$ cat config.mk
export PLATFORM = sky130hd
export DESIGN_NAME = riscv_tag_enable_ctrl
export DESIGN_NICKNAME = d
export VERILOG_FILES = /design/src/rtl/riscv_tag_enable_ctrl.sv
export SDC_FILE = /design/constraint.sdc
export NUM_CORES = 1
export LEC_CHECK = 0
export BUFFER_PORTS_ARGS = -buffer_cell sky130_fd_sc_hd__buf_2
export CAP_MARGIN = 10
export CORE_MARGIN = 10
export CORE_UTILIZATION = 51
export DETAILED_ROUTE_END_ITERATION = 8
export PLACE_DENSITY = 0.8
export SYNTH_ARGS = -nofsm -noshare
export SYNTH_HDL_FRONTEND = slang
export SYNTH_SLANG_ARGS = --single-unit
$ cat constraint.sdc
create_clock -name clk -period 2.6 [get_ports clk]
set_input_delay 0.26 -clock clk [delete_from_list [all_inputs] [get_ports clk]]
set_output_delay 0.26 -clock clk [all_outputs]
set_load 0.01 [all_outputs]
$ cat src/rtl/riscv_tag_enable_ctrl.sv
// riscv_tag_enable_ctrl: classifies ID instructions and registers per-operand
// tag-propagation enables from the active TPR into a one-entry EX-side stage.
// Owns the TPR with a staged write, commit barrier and optional sticky lock,
// and counts accepted instructions that had any tag propagation disabled.
module riscv_tag_enable_ctrl #(
    parameter logic [31:0] TPR_RST = 32'h0000_0FFF,
    parameter bit          LOCK_EN = 1'b1,
    parameter int unsigned CNT_W   = 16
) (
    input  logic             clk,
    input  logic             rst_n,
    input  logic [31:0]      instr_rdata_i,
    input  logic             id_valid_i,
    output logic             id_ready_o,
    output logic             ex_valid_o,
    input  logic             ex_ready_i,
    output logic [2:0]       ex_class_o,
    output logic             enable_a_o,
    output logic             enable_b_o,
    output logic             is_store_o,
    output logic             is_load_o,
    input  logic             tpr_we_i,
    input  logic [31:0]      tpr_wdata_i,
    output logic [31:0]      tpr_o,
    output logic             tpr_pending_o,
    output logic [CNT_W-1:0] dis_cnt_o,
    input  logic             dis_cnt_clr_i
);

    localparam int unsigned XLEN  = 32;
    localparam int unsigned OPC_W = 7;
    localparam int unsigned CLS_W = 3;

    localparam logic [OPC_W-1:0] OPC_LOAD   = 7'b000_0011;
    localparam logic [OPC_W-1:0] OPC_STORE  = 7'b010_0011;
    localparam logic [OPC_W-1:0] OPC_OP     = 7'b011_0011;
    localparam logic [OPC_W-1:0] OPC_OP_IMM = 7'b001_0011;
    localparam logic [OPC_W-1:0] OPC_BRANCH = 7'b110_0011;
    localparam logic [OPC_W-1:0] OPC_JALR   = 7'b110_0111;

    typedef enum logic [CLS_W-1:0] {
        CLS_LOAD   = 3'd0,
        CLS_STORE  = 3'd1,
        CLS_OP     = 3'd2,
        CLS_OP_IMM = 3'd3,
        CLS_BRANCH = 3'd4,
        CLS_JALR   = 3'd5,
        CLS_OTHER  = 3'd7
    } cls_e;

    cls_e             cls_d;
    logic             en_a_d;
    logic             en_b_d;
    logic             accept;
    logic             drain_ok;
    logic             locked;
    logic             commit;
    logic             write_ok;
    logic [XLEN-1:0]  shadow_q;
    logic             unused_instr;

    // Only the major opcode participates in classification.
    assign unused_instr = ^instr_rdata_i[XLEN-1:OPC_W];

    // Handshake and TPR policy qualifiers.
    assign drain_ok   = !ex_valid_o || ex_ready_i;
    assign id_ready_o = !tpr_pending_o && drain_ok;
    assign accept     = id_valid_i && id_ready_o;
    assign locked     = LOCK_EN && tpr_o[XLEN-1];
    assign commit     = tpr_pending_o && drain_ok;
    assign write_ok   = tpr_we_i && !locked;

    // Opcode to instruction class.
    always_comb begin
        cls_d = CLS_OTHER;
        case (instr_rdata_i[OPC_W-1:0])
            OPC_LOAD:   cls_d = CLS_LOAD;
            OPC_STORE:  cls_d = CLS_STORE;
            OPC_OP:     cls_d = CLS_OP;
            OPC_OP_IMM: cls_d = CLS_OP_IMM;
            OPC_BRANCH: cls_d = CLS_BRANCH;
            OPC_JALR:   cls_d = CLS_JALR;
            default:    cls_d = CLS_OTHER;
        endcase
    end

    // Per-class enable pair from the active TPR; unknown classes always propagate.
    always_comb begin
        en_a_d = 1'b1;
        en_b_d = 1'b1;
        case (cls_d)
            CLS_LOAD:   {en_b_d, en_a_d} = tpr_o[1:0];
            CLS_STORE:  {en_b_d, en_a_d} = tpr_o[3:2];
            CLS_OP:     {en_b_d, en_a_d} = tpr_o[5:4];
            CLS_OP_IMM: {en_b_d, en_a_d} = tpr_o[7:6];
            CLS_BRANCH: {en_b_d, en_a_d} = tpr_o[9:8];
            CLS_JALR:   {en_b_d, en_a_d} = tpr_o[11:10];
            default: begin
                en_a_d = 1'b1;
                en_b_d = 1'b1;
            end
        endcase
    end

    // EX-side entry: load on accept, retire on consume, payload held otherwise.
    always_ff @(posedge clk or negedge rst_n) begin
        if (!rst_n) begin
            ex_valid_o <= 1'b0;
            ex_class_o <= CLS_W'(CLS_OTHER);
            enable_a_o <= 1'b1;
            enable_b_o <= 1'b1;
            is_store_o <= 1'b0;
            is_load_o  <= 1'b0;
        end else if (accept) begin
            ex_valid_o <= 1'b1;
            ex_class_o <= CLS_W'(cls_d);
            enable_a_o <= en_a_d;
            enable_b_o <= en_b_d;
            is_store_o <= (cls_d == CLS_STORE);
            is_load_o  <= (cls_d == CLS_LOAD);
        end else if (ex_ready_i) begin
            ex_valid_o <= 1'b0;
        end
    end

    // TPR staging: a new write always wins the shadow; commit moves the old shadow
    // to active once the EX entry drains. A commit reaching a locked TPR is dropped.
    always_ff @(posedge clk or negedge rst_n) begin
        if (!rst_n) begin
            tpr_o         <= TPR_RST;
            shadow_q      <= TPR_RST;
            tpr_pending_o <= 1'b0;
        end else begin
            if (commit && !locked) begin
                tpr_o <= shadow_q;
            end
            if (write_ok) begin
                shadow_q      <= tpr_wdata_i;
                tpr_pending_o <= 1'b1;
            end else if (commit) begin
                tpr_pending_o <= 1'b0;
            end
        end
    end

    // Saturating count of accepted instructions with any tag enable cleared.
    always_ff @(posedge clk or negedge rst_n) begin
        if (!rst_n) begin
            dis_cnt_o <= '0;
        end else if (dis_cnt_clr_i) begin
            dis_cnt_o <= '0;
        end else if (accept && (!en_a_d || !en_b_d) && (dis_cnt_o != {CNT_W{1'b1}})) begin
            dis_cnt_o <= dis_cnt_o + CNT_W'(1);
        end
    end

endmodule

Word-level counts from Yosys, hierarchy flattened
Index checks and enable logic that the tools add are counted.
- bits in registers: 89
- bits of input ports: 70
- word-level logic and storage cells: 50
- $add $sub $neg: 1
- eq/ne operators: 12
- mux-type cells: 9
- reductions and logical operators: 18
- operator list (kind ; count):
    16-bit two-way mux ; 2
    3-bit one-hot mux with 6 select lines ; 1
    16-bit by 1-bit adder with 16-bit output, second input constant ; 1
    16-bit != test, second input constant ; 1
    7-bit by 6-bit == test with 1-bit output, second input constant ; 2
    7-bit == test, second input constant ; 2
    1-bit one-hot mux with 6 select lines ; 2
    7-bit by 2-bit == test with 1-bit output, second input constant ; 1
    7-bit by 5-bit == test with 1-bit output, second input constant ; 1
    1-bit logical AND ; 7
    3-bit by 2-bit == test with 1-bit output, second input constant ; 2
    3-bit == test, second input constant ; 2
    2-bit nonzero test ; 3
    1-bit zero test ; 5
    1-bit two-way mux ; 4
    3-bit by 1-bit == test with 1-bit output, second input constant ; 1
    3-bit zero test ; 1
    1-bit logical OR ; 2

Logic depth before layout (Yosys ltp)
- depth in word-level cells: 10
- mapped depth: 12
- gate-level depth less buffers: 9

Worst setup path before layout
OpenSTA, ideal clock, no wires.
- path kind: input to register
- start point: input instr_rdata_i[0]
- end point: register dis_cnt_o[12]
- library setup time: 0.128 ns
- arrival: 2.715 ns
- data required time: 2.472 ns
- setup slack: -0.242 ns
- stages on the path: 12
- path buffers: 3
- path through: and3b_1 buf_2 nand3_1 ha_1 buf_2 nor3_1 a31o_4 a221o_1 or3_4 buf_6 a211oi_1 mux2_1
- cells in the longest elaborated chain, start to end: 9
- elaborated cells on any way between the ends: 21
- RTL lines (item ; RTL line ; source):
    start, declared ; 12 ; input logic [31:0] instr_rdata_i,
    7-bit == test (tied with other cells) ; 76 ; case (instr_rdata_i[OPC_W-1:0])
    3-bit one-hot mux with 6 select lines * ; 76 ;
    3-bit == test (tied with other cells) ; 91 ; case (cls_d)
    1-bit one-hot mux with 6 select lines ; 91 ;
    1-bit zero test ; 152 ; end else if (accept && (!en_a_d || !en_b_d) && (dis_cnt_o != {CNT_W{1'b1}})) begin
    1-bit logical OR * ; 152 ;
    1-bit logical AND * (2 in a row) ; 152 ;
    2-bit nonzero test (no line) * ; -- ;
    end signal, assigned ; 153 ; dis_cnt_o <= dis_cnt_o + CNT_W'(1);
    end, declared ; 26 ; output logic [CNT_W-1:0] dis_cnt_o,
Mark *: on every way between the ends. The rest lies on a longest branch, timed or not.
A chain may end at the register's enable or synchronous reset.

Worst setup path in the final report
- start point: input instr_rdata_i[1]
- end point: register dis_cnt_o[4]
The elaborated chain is that of the path after synthesis.

==> metrics.yaml <==
finish:
  drive_above_1_share: 0.588
  syn2layout_area_growth_pct: 26.6
  finish.utilization: 0.673
  fillers: 611
  layout.nets: 526
  multi_input_area_sq_mm: 0.00188
  regArea_sq_mm: 0.00226
sta:
  finalSetupViolations: 0
  finalCriticalPeriod_ns: 2.43
  worstMarginPinSlew_ns: 0.500
  slew_viol_final: 0
  fmax_mhz: 411
  setup_tns_ns: 0
  fin_crit_sh: 0.936
  finalHoldViolCount: 0
  final.setup.worst_slack_ns: 0.167
  skew_ns: 0.00757
  relSlewSlack: 0.666
  rsz0062_at_grt: "no"
outcome:
  status: "finished, final reports clean"
synth:
  async_flop_share: 1.00
  synth_xor_area_frac: 0.00211
  ys_types: 46
  synth_top_family_by_area: "multiplexers"
  yosysTopAreaCellShare: 0.362
  ys.warnings.count: 0
  synth_common_cells: "mux2_2, dfrtp_1, dfstp_2"
  ys_ff_latch: 89
  synth-compound-area-share: 0.0907
  synth_edf_count: 0
  ys_seq_area_frac: 0.545
  synthFlopType: "dfrtp_1"
  synth_area_leaders: "dfrtp_1, mux2_2, dfstp_2"
  syn_area_per_cell_sq_um: 12.6
  synth_most_common_cell: "mux2_2"
  muxShareOfSynthArea: 0.219
  syn_inst: 330
  synth_nets: 402
  yosysTopAreaCell: "dfrtp_1"
  yosys.area_share.adder: 0.00603
  synth_area_sq_mm: 0.00415
  yosys.area_share.simple: 0.114
setup_path:
  critPathKind: "in -> reg"
  crit_required_ns: 2.84
  crit_arrival_ns: 2.67
  startpoint_type: "primary input"
  end_kind: "flop"
  reg2reg_depth: 6
  worstPathMaxFanout: 6
  worstReg2RegEnd: "dis_cnt_o[14]$_DFFE_PN0P_"
  timing.rr.start: "dis_cnt_o[2]$_DFFE_PN0P_"
  rrSetupSlack_ns: 0.25
floorplanning:
  pin_count: 128
  die_h_um: 110
  rows: 32
  die_w_um: 110
  fp.dieArea_sq_mm: 0.0121
  core_area_sq_mm: 0.00781
  start_util: 0.532
global_route:
  antenna_found_initial: 1
  grt_pass1_wl_um: 16100
  grt_max_degree: 58
  grt_pass1_vias: 3266
  grt-ovfl-total: 0
  gr-usage-all-layers: 0.167
clock_network:
  cts_htree_levels: 3
  clk_path_buf_depth: 2
  cts-root-buf: "clkbuf_8"
  numCtsBuffers: 9
  cts.sinks: 89
  cts_tree: "done"
  cts_resized: 0
  cts_setup_buffers: 0
  clock_latency_ns: 0.35
  clk_pin_slew_ns: 0.10
worst_hold_path:
  min_path_type: "in -> reg"
  hold_depth: 2
  hp-start: "tpr_wdata_i[15]"
  hold_end: "shadow_q[15]$_DFFE_PN0P_"
route:
  wl_met2_um: 4640
  drt_first_pass_iters: 4
  wl_per_cell_um: 17.0
  drt_iter0_drc: 83
  drc: 0
  met3_length_um: 855
  met1Wirelength_um: 4030
  ant_nets: 0
  dr_total_vias: 3025
  routed_wl_um: 9580
  via_per_inst: 5.38
  top_layer: "met4"
power:
  irDropWorstVdd_mv: 0.529
  leakage_nw: 2.38
  power_w: 0.00480
  powerDensity_mw_per_mm2: 913
placement:
  port_buffers: 102
  place_ws_ns: -0.175
  dpl.hpwl_um: 7240
  routabilityCongestion: 0.822
flow_run:
  cap_violations: 0
-- critical path, stage by stage --
cell and delay [ns]:
buf_2 0.09, and3b_2 0.24, nand3_2 0.08, ha_2 0.21, nor3_2 0.05, a31o_4 0.21, a221oi_1 0.39, nand3_2 0.28
buf_4 0.25, a211oi_2 0.26, mux2_1 0.35
-- power breakdown --
part / internal (W) / leakage, nW / switching (W)
Sequential: 0.00209 / 1.06 / 0.000324
Combinational: 0.000783 / 1.22 / 0.000635
Clock: 0.000455 / 0.101 / 0.000513
Total: 0.00332 / 2.38 / 0.00147
-- worst max path at each step --
stage                startpoint                        end  slack (ns)  depth (start not counted)
6_report       instr_rdata_i[1]   dis_cnt_o[4]$_DFFE_PN0P_        0.17                         11
5_1_grt        instr_rdata_i[1]   dis_cnt_o[4]$_DFFE_PN0P_        0.05                         11
4_1_cts        instr_rdata_i[1]   dis_cnt_o[4]$_DFFE_PN0P_        0.20                         11
3_5_place_dp   instr_rdata_i[1]  dis_cnt_o[12]$_DFFE_PN0P_       -0.17                         11
3_3_place_gp   instr_rdata_i[1]  dis_cnt_o[10]$_DFFE_PN0P_       -0.13                         10
2_1_floorplan  instr_rdata_i[1]   dis_cnt_o[9]$_DFFE_PN0P_       -0.15                         12
-- per-layer routing --
layer  vias to the layer above  global-route usage
met5                         -                   0
met4                         0              0.0422
met3                         7              0.0662
met2                        85               0.279
met1                      1485               0.196
li1                       1448                   -
-- cells in the final DEF (no fill, tap or decap), types with 4 or more instances in the layout --
cell type	synthesis	routed
a211oi_2	6	9
and3_1	5	5
nand3_1	12	10
mux2_2	71	69
nor2_1	21	20
o21ai_0	6	6
o211ai_1	4	4
clkbuf_8	0	9
a21o_1	4	4
mux2_1	9	9
dfrtp_1	60	60
a21oi_1	8	8
buf_4	1	26
dfstp_2	29	29
a221oi_1	4	4
nand2_1	17	16
buf_2	4	101
nor2b_1	13	12
-- registers in the layout, summed over array words and instances, names as in the netlist --
signal / cells
is_load_o: 1
enable_b_o: 1
is_store_o: 1
shadow_q: 32
dis_cnt_o: 16
enable_a_o: 1
ex_class_o: 3
ex_valid_o: 1
tpr_pending_o: 1
tpr_o: 32
-- metrics by stage --
stage / cells / hold slack, ns / area, sq um
final: 562 / 0.135 / 5250
after global routing: 561 / 0.117 / 5250
after CTS: 561 / 0.116 / 5250
after detailed placement: 544 / 0.240 / 5040
after global placement: 544 / 0.240 / 5040
after floorplan: 330 / -0.0356 / 4240
-- cell families after synthesis --
group | after synthesis
muxes | 81
AOI/OAI and AO/OA | 46
adders and majority gates | 2
xor gates and xnor gates | 1
buffers and inverters | 20
DFF | 89
and+or+nand+nor | 91
-- final cells by class --
cell class / instances / share of cell area
flip-flops and latches: 89 / 0.431
diodes: 1 / 0.000476
clock inverters: 7 / 0.0148
clock buffers: 9 / 0.0236
inverters: 2 / 0.00143
multi-input cells: 221 / 0.358
repair buffers: 131 / 0.147
well taps: 102 / 0.0243
-- repair_timing --
| item | 4_1_cts | 5_1_grt |
|---|---|---|
| endpoints found under the setup margin | 0 | 0 |
| hold buffers | 1 | 0 |
| endpoints found under the hold margin | 24 | 0 |
(Power assumes the default switching activity.)
